`src/rtl/poly_sub_reduce_stream_if.sv`:
```
// Stream bundle for poly_sub_reduce_stream.
// Carries the 16-bit-lane input stream, the 12-bit-lane output stream and their handshakes.
// The slave modport is the reducer's view; the master modport is the surrounding datapath's view.
interface poly_sub_reduce_stream_if #(
    parameter int COEFFS_PER_WORD = 8,
    parameter int i_Coeffs_Width  = COEFFS_PER_WORD * 16,
    parameter int o_Coeffs_Width  = COEFFS_PER_WORD * 12
);
    logic [i_Coeffs_Width-1:0] iCoeffs;
    logic                      iValid;
    logic                      oReady_in;
    logic [o_Coeffs_Width-1:0] oCoeffs;
    logic                      oValid;
    logic                      iReady_out;
    logic                      oLast;

    modport slave (
        input  iCoeffs, iValid, iReady_out,
        output oReady_in, oCoeffs, oValid, oLast
    );

    modport master (
        output iCoeffs, iValid, iReady_out,
        input  oReady_in, oCoeffs, oValid, oLast
    );
endinterface

```
`src/rtl/poly_sub_reduce_stream.sv`:
```
// poly_sub_reduce_stream: reduces signed 16-bit coefficient differences to [0, KYBER_Q-1]
// and repacks them as eight 12-bit lanes per word. Two-stage Barrett pipeline with a
// global stall, one polynomial (KYBER_N/COEFFS_PER_WORD words) per iStart.
module poly_sub_reduce_stream #(
    parameter int KYBER_N         = 256,
    parameter int KYBER_Q         = 3329,
    parameter int COEFFS_PER_WORD = 8,
    parameter int i_Coeffs_Width  = COEFFS_PER_WORD * 16,
    parameter int o_Coeffs_Width  = COEFFS_PER_WORD * 12
) (
    input  logic                           clk,
    input  logic                           rst,
    input  logic                           iStart,
    poly_sub_reduce_stream_if.slave        bus,
    output logic                           oBusy,
    output logic                           oDone
);
    localparam int WORDS  = KYBER_N / COEFFS_PER_WORD;
    localparam int CNT_W  = $clog2(WORDS + 1);
    localparam int OCNT_W = $clog2(WORDS);
    localparam logic [CNT_W-1:0]  ALL_IN    = CNT_W'(WORDS);
    localparam logic [CNT_W-1:0]  LAST_IN   = CNT_W'(WORDS - 1);
    localparam logic [OCNT_W-1:0] LAST_OUT  = OCNT_W'(WORDS - 1);
    localparam logic [17:0]       QW        = 18'(KYBER_Q);
    // floor(2^26 / 3329) rounded up; paired with a shift of 26
    localparam logic [31:0]       BARRETT_M = 32'd20159;

    typedef enum logic [1:0] {S_IDLE, S_RUN, S_DRAIN} state_t;

    state_t                    r_state;
    logic [CNT_W-1:0]          r_in_cnt;
    logic [OCNT_W-1:0]         r_out_cnt;
    logic                      r_done;
    logic                      r_v1;
    logic [15:0]               r_x1 [COEFFS_PER_WORD];
    logic [5:0]                r_q1 [COEFFS_PER_WORD];
    logic                      r_valid;
    logic [o_Coeffs_Width-1:0] r_coeffs;

    logic [i_Coeffs_Width-1:0] w_in;
    logic                      w_en;
    logic                      w_acc;
    logic                      w_ohs;
    logic [5:0]                w_q [COEFFS_PER_WORD];
    logic [17:0]               w_r;
    logic [o_Coeffs_Width-1:0] w_red;

    assign w_in          = bus.iCoeffs;
    assign w_en          = !r_valid || bus.iReady_out;
    assign bus.oReady_in = (r_state == S_RUN) && (r_in_cnt < ALL_IN) && w_en;
    assign w_acc         = bus.iValid && bus.oReady_in;
    assign w_ohs         = r_valid && bus.iReady_out;
    assign bus.oValid    = r_valid;
    assign bus.oCoeffs   = r_coeffs;
    assign bus.oLast     = r_valid && (r_out_cnt == LAST_OUT);
    assign oBusy         = (r_state != S_IDLE);
    assign oDone         = r_done;

    // Stage-1 quotient estimate: q = (x * 20159) >>> 26, taken from the top six product bits
    always_comb begin
        for (int unsigned j = 0; j < COEFFS_PER_WORD; j++) begin
            w_q[j] = 6'(({{16{w_in[16*j+15]}}, w_in[16*j +: 16]} * BARRETT_M) >> 26);
        end
    end

    // Stage-2 remainder x - q*Q lies in [-Q, 2Q): negatives need +Q, exact
    // negative multiples of Q overshoot the quotient and land on Q, needing -Q
    always_comb begin
        w_r   = '0;
        w_red = '0;
        for (int unsigned j = 0; j < COEFFS_PER_WORD; j++) begin
            w_r = {{2{r_x1[j][15]}}, r_x1[j]} - ({{12{r_q1[j][5]}}, r_q1[j]} * QW);
            if (w_r[17]) begin
                w_red[12*j +: 12] = 12'(w_r + QW);
            end else if (w_r >= QW) begin
                w_red[12*j +: 12] = 12'(w_r - QW);
            end else begin
                w_red[12*j +: 12] = w_r[11:0];
            end
        end
    end

    // Two-stage datapath advancing together under the global enable
    always_ff @(posedge clk) begin
        if (rst) begin
            r_v1     <= 1'b0;
            r_valid  <= 1'b0;
            r_coeffs <= '0;
            for (int unsigned j = 0; j < COEFFS_PER_WORD; j++) begin
                r_x1[j] <= '0;
                r_q1[j] <= '0;
            end
        end else if (w_en) begin
            r_v1    <= w_acc;
            r_valid <= r_v1;
            if (w_acc) begin
                for (int unsigned j = 0; j < COEFFS_PER_WORD; j++) begin
                    r_x1[j] <= w_in[16*j +: 16];
                    r_q1[j] <= w_q[j];
                end
            end
            if (r_v1) begin
                r_coeffs <= w_red;
            end
        end
    end

    // Control FSM, word counters and registered completion pulse
    always_ff @(posedge clk) begin
        if (rst) begin
            r_state   <= S_IDLE;
            r_in_cnt  <= '0;
            r_out_cnt <= '0;
            r_done    <= 1'b0;
        end else begin
            r_done <= 1'b0;
            if (w_acc) begin
                r_in_cnt <= r_in_cnt + 1'b1;
            end
            if (w_ohs) begin
                r_out_cnt <= r_out_cnt + 1'b1;
            end
            case (r_state)
                S_IDLE: begin
                    if (iStart) begin
                        r_state   <= S_RUN;
                        r_in_cnt  <= '0;
                        r_out_cnt <= '0;
                    end
                end
                S_RUN: begin
                    if (w_acc && (r_in_cnt == LAST_IN)) begin
                        r_state <= S_DRAIN;
                    end
                end
                S_DRAIN: begin
                    if (w_ohs && bus.oLast) begin
                        r_state <= S_IDLE;
                        r_done  <= 1'b1;
                    end
                end
                default: r_state <= S_IDLE;
            endcase
        end
    end
endmodule

```
`src/flat_wrapper.sv`:
```
// flat-port wrapper written by rule: the top's interface ports become plain ports
module poly_sub_reduce_stream_flat 
#(
    parameter int KYBER_N         = 256,
    parameter int KYBER_Q         = 3329,
    parameter int COEFFS_PER_WORD = 8,
    parameter int i_Coeffs_Width  = COEFFS_PER_WORD * 16,
    parameter int o_Coeffs_Width  = COEFFS_PER_WORD * 12
)
  (clk, rst, iStart, oBusy, oDone, bus_iCoeffs, bus_iValid, bus_iReady_out, bus_oReady_in, bus_oCoeffs, bus_oValid, bus_oLast);
  poly_sub_reduce_stream_if #(.COEFFS_PER_WORD(COEFFS_PER_WORD), .i_Coeffs_Width(i_Coeffs_Width), .o_Coeffs_Width(o_Coeffs_Width)) bus_i ();
  input  logic clk;
  input  logic rst;
  input  logic iStart;
  output logic oBusy;
  output logic oDone;
  input wire logic [$bits(bus_i.iCoeffs)-1:0] bus_iCoeffs;
  input wire logic [$bits(bus_i.iValid)-1:0] bus_iValid;
  input wire logic [$bits(bus_i.iReady_out)-1:0] bus_iReady_out;
  output wire logic [$bits(bus_i.oReady_in)-1:0] bus_oReady_in;
  output wire logic [$bits(bus_i.oCoeffs)-1:0] bus_oCoeffs;
  output wire logic [$bits(bus_i.oValid)-1:0] bus_oValid;
  output wire logic [$bits(bus_i.oLast)-1:0] bus_oLast;
  assign bus_i.iCoeffs = bus_iCoeffs;
  assign bus_i.iValid = bus_iValid;
  assign bus_i.iReady_out = bus_iReady_out;
  assign bus_oReady_in = bus_i.oReady_in;
  assign bus_oCoeffs = bus_i.oCoeffs;
  assign bus_oValid = bus_i.oValid;
  assign bus_oLast = bus_i.oLast;
  poly_sub_reduce_stream #(.KYBER_N(KYBER_N), .KYBER_Q(KYBER_Q), .COEFFS_PER_WORD(COEFFS_PER_WORD), .i_Coeffs_Width(i_Coeffs_Width), .o_Coeffs_Width(o_Coeffs_Width)) u_core (.clk(clk), .rst(rst), .iStart(iStart), .bus(bus_i), .oBusy(oBusy), .oDone(oDone));
endmodule
```
`config.mk`:
```
export PLATFORM = sky130hd
export DESIGN_NAME = poly_sub_reduce_stream_flat
export DESIGN_NICKNAME = d
export VERILOG_FILES = /design/src/rtl/poly_sub_reduce_stream_if.sv /design/src/rtl/poly_sub_reduce_stream.sv /design/src/flat_wrapper.sv
export SDC_FILE = /design/constraint.sdc
export NUM_CORES = 2
export LEC_CHECK = 0
export CAP_MARGIN = 20
export CORE_AREA = 2 2 383 385
export CTS_CLUSTER_DIAMETER = 200
export CTS_CLUSTER_SIZE = 25
export DETAILED_ROUTE_END_ITERATION = 12
export DIE_AREA = 0 0 385 387
export PLACE_DENSITY = 0.67
export SLEW_MARGIN = 30
export SYNTH_ARGS = -nofsm -noshare
export SYNTH_HDL_FRONTEND = slang
export SYNTH_SLANG_ARGS = --single-unit
export TNS_END_PERCENT = 30
```
`constraint.sdc`:
```
create_clock -name clk -period 19.7 [get_ports clk]
set_input_delay 3.94 -clock clk [delete_from_list [all_inputs] [get_ports clk]]
set_output_delay 3.94 -clock clk [all_outputs]
set_load 0.05 [all_outputs]
```
==> reports/results.md <==
### Finish
• 0.007527 sq mm — total area of sequential cells
• 9587 — post-route non-filler standard cell count
• 13090 — final-layout fill cell count
• 0 — number of diodes added for antenna fixing
• 0.05602 sq mm — area used by multi-input combinational logic
• 0.01669 — share of final-layout standard cells stronger than drive strength 1
• 10390 — number of nets in the layout
• 0.07707 sq mm — Layout Cell Area excl Fill
• 6.959% — area growth from synthesis to layout

### Clocking
• 15 — total CTS buffers
• 0 — hold_buf cts
• 0 — post_cts resized
• yes — TritonCTS clock tree
• 288 — clock tree sinks
• 0 — post-CTS setup repair buffer count
• 0.55 ns — clock latency on the worst-skew pair
• 3 — worst-case clock buffer depth
• 0.11 ns — clk slew on worst S/H paths
• clkbuf_16 — clock root buffer
• 1 — # H-tree levels

### Timing
• 0 — fin. max-slew vios
• 0 ns — summed negative setup slack over all endpoints
• 96.44 MHz — achievable frequency
• 0.03673 ns — setup skew after layout
• 0.3605 — Slew headroom
• 9.331 ns — PnR worst setup slack
• 0 — hold violation count in the final report
• 0.5263 — post-route clock period utilization
• 0.9593 ns — slew at the pin closest to its max-slew limit
• false — unrepaired setup endpoints after global routing
• 0 — final setup violating endpoints
• 10.37 ns — Min Clock Period, post-route

### Min path
• u_core.bus.oCoeffs[61] — startpoint of the worst hold path
• reg -> reg — min-delay worst type

### Setup path
• 19.99 ns — required time reported for the critical path endpoint
• clkdlybuf4s50_1, inv_1, fa_1, inv_1, fa_1, fa_1, inv_1, fa_1, inv_1, fa_1, fa_1, ha_1, and4_1, a221o_1, a41oi_1, o211ai_1, o41ai_1, a211oi_1, o21ai_0, xnor2_1, nor2_1 — cells along the critical path
• clkdlybuf4s50_1 — critical path's slowest cell
• u_core.r_q1[0][5] — startpoint of the lowest-slack register-to-register path
• in -> reg — worst setup path class
• bus_iCoeffs[56] — Worst setup startpoint
• 0.75 ns — delay of the slowest critical-path stage
• input pin — kind of start point of the critical path
• flip-flop — Crit. End Element
• 10.66 ns — worst endpoint data arrival time
• fa_1 — cell with the most instances on the worst path
• 7 — Max FO, Critical Path

### GRT
• 272400 um — wire length of the first global-routing pass
• 0.2247 — combined global-route utilization of all metal layers
• 5 — antenna violations before repair
• 53340 — via count of the first global-routing pass
• 0 — overall overflow remaining after global route
• 84 — largest net degree at the start of global routing

### Route
• 0 — DRC violation count after routing
• 161300 um — wire length reported by the detailed router
• 5 — TritonRoute pass-1 iters
• 2258 — DRT iter0 DRCs
• 5.173 — routed via count divided by cell count
• 49590 — total number of vias
• 0 — remaining antenna violation count
• 16.82 um — routed length per placed instance

### Floorplan
• 385 um — die extent in x
• 387 um — Die H
• 0.1490 sq mm — die area
• 0.1449 sq mm — floorplan core area
• 234 — number of placed I/O pins
• 140 — Cell Rows
• 0.4974 — effective utilization at floorplan

### Synth
• 0.07206 sq mm — Post-Syn Area
• 0.1045 — portion of the post-synthesis area used by sequential elements
• 9.626 sq um — average size of a mapped cell
• 288 — number of register bits inferred by synthesis
• 0 — synth warn
• 7486 — number of standard cells after synthesis
• 0 — Async S/R FF share, synth
• 107 — count of different cell masters after synthesis
• 10220 — Synthesized Nets
• edfxtp_1 — Synth Flop Type
• 176 — count of flip-flops with a built-in enable after synthesis

### Run status
• complete, no violations — run status

### Place
• 0.07663 sq mm — post-place instance area
• 9562 — Cells after DPL
• 141000 um — post-detail-place hpwl
• 8.754 ns — pre-CTS worst setup slack
• 233 — # port buffers
• 0.9312 — GP Congestion

### Run
• 0 — count of maximum capacitance violations

-- through the flow --
stage / utilization / hold WS [ns]
3_5_place_dp: 0.5290 / 0.4467
2_1_floorplan: - / 0.4336
4_1_cts: 0.5319 / 0.4629
6_report: 0.5320 / 0.4568
5_1_grt: 0.5320 / 0.4924
3_3_place_gp: 0.5289 / 0.4377
-- cell families (layout without fill, tap and decap cells) --
group | count (synthesis) | in the layout | share of synthesized area
fa+ha+maj | 2596 | 2596 | 0.5770
buf+inv | 2281 | 2465 | 0.1193
simple gates | 1169 | 1169 | 0.07897
compound gates | 835 | 835 | 0.08104
xor+xnor | 295 | 295 | 0.03596
flops | 288 | 288 | 0.1045
mux | 22 | 22 | 0.003212
-- layout by cell type (no fill, tap or decap), types with 31 or more instances in the layout --
master	instances
a211oi_1	38
inv_1	2182
a31oi_1	44
o21ai_0	132
a21o_1	103
nand2_1	209
nor2b_1	38
nand3_1	107
a21oi_1	187
xnor2_1	181
nor2_1	412
o21a_1	40
and3_1	57
nand4_1	31
clkdlybuf4s50_1	232
fa_1	1212
ha_1	1384
dfxtp_1	112
nor3_1	103
edfxtp_1	176
xor2_1	111
-- area by class of cell --
| type | instances | area share |
|---|---|---|
| multi-input cells | 4917 | 0.7268 |
| clock buffers | 24 | 0.005308 |
| clock inverters | 1 | 0.0002110 |
| flip-flops and latches | 288 | 0.09766 |
| well taps | 1917 | 0.03112 |
| repair buffers | 257 | 0.03256 |
| inverters | 2183 | 0.1063 |
-- per-layer routing --
metal	part of all wire	vias up	GRT usage
met4	0.014	2	0.02841
li1	-	23950	-
met2	0.48	811	0.3849
met5	0.000081	-	0
met1	0.46	24710	0.3121
met3	0.046	115	0.02757
-- synth_stat cells (10+ instances only) --
library cell     n  share of area
a41oi_1         12         0.0015
and2_1          25         0.0022
o21ai_0        133         0.0092
fa_1          1212           0.34
edfxtp_1       176          0.073
xor2_1         112          0.014
nor4b_1         10         0.0012
o211ai_1        25         0.0026
o21ai_1         19         0.0013
nor4_1          23         0.0020
o21bai_1        11         0.0011
and3_1          57         0.0049
nor3b_1         14         0.0015
and4_1          13         0.0016
a211o_1         17         0.0021
or3_1           21         0.0018
a21o_1         103          0.011
a211oi_1        39         0.0041
or2_2           20         0.0017
dfxtp_1        112          0.031
nand3b_1        15         0.0016
a21oi_1        187          0.013
nand2_1        212          0.011
a31oi_1         44         0.0038
nand2b_1        23         0.0020
mux2i_1         15         0.0021
nor2_1         415          0.022
clkbuf_1        88         0.0046
ha_1          1384           0.24
inv_1         2183           0.11
nand3_1        107         0.0074
xnor2_1        182          0.022
nand4_1         31         0.0027
nor2b_1         39         0.0034
nor3_1         103         0.0072
or4_1           12         0.0013
o21a_1          40         0.0042
o31ai_1         22         0.0023
-- flip-flops by register name (all words and copies together), names as in the netlist --
name / flops
u_core.bus.oCoeffs: 96
u_core.bus.oValid: 1
u_core.oDone: 1
u_core.r_in_cnt: 6
u_core.r_out_cnt: 5
u_core.r_q1: 48
u_core.r_state: 2
u_core.r_v1: 1
u_core.r_x1: 128
-- worst max-delay path: cells and delay by family --
family | cells | cell delay [ns]
adder cells (fa/ha/maj) | 7 | 3.33
AO/OA/AOI/OAI | 6 | 1.81
buffers and inverters | 5 | 1.13
AND/OR/NAND/NOR | 2 | 0.28
XOR/XNOR | 1 | 0.17
-- final timing paths --
path / endpoint / slack [ns] / cells past startpoint
setup / recovery: u_core.r_q1[0][23] / 9.33 / 21
setup reg to reg: u_core.bus.oCoeffs[3] / 13.77 / 20
hold reg to reg: u_core.bus.oCoeffs[61] / 0.46 / 2
hold / removal: u_core.bus.oCoeffs[61] / 0.46 / 2
Power is not shown: default switching activity piles up to over one toggle a cycle in this logic, so the estimate is an artifact.
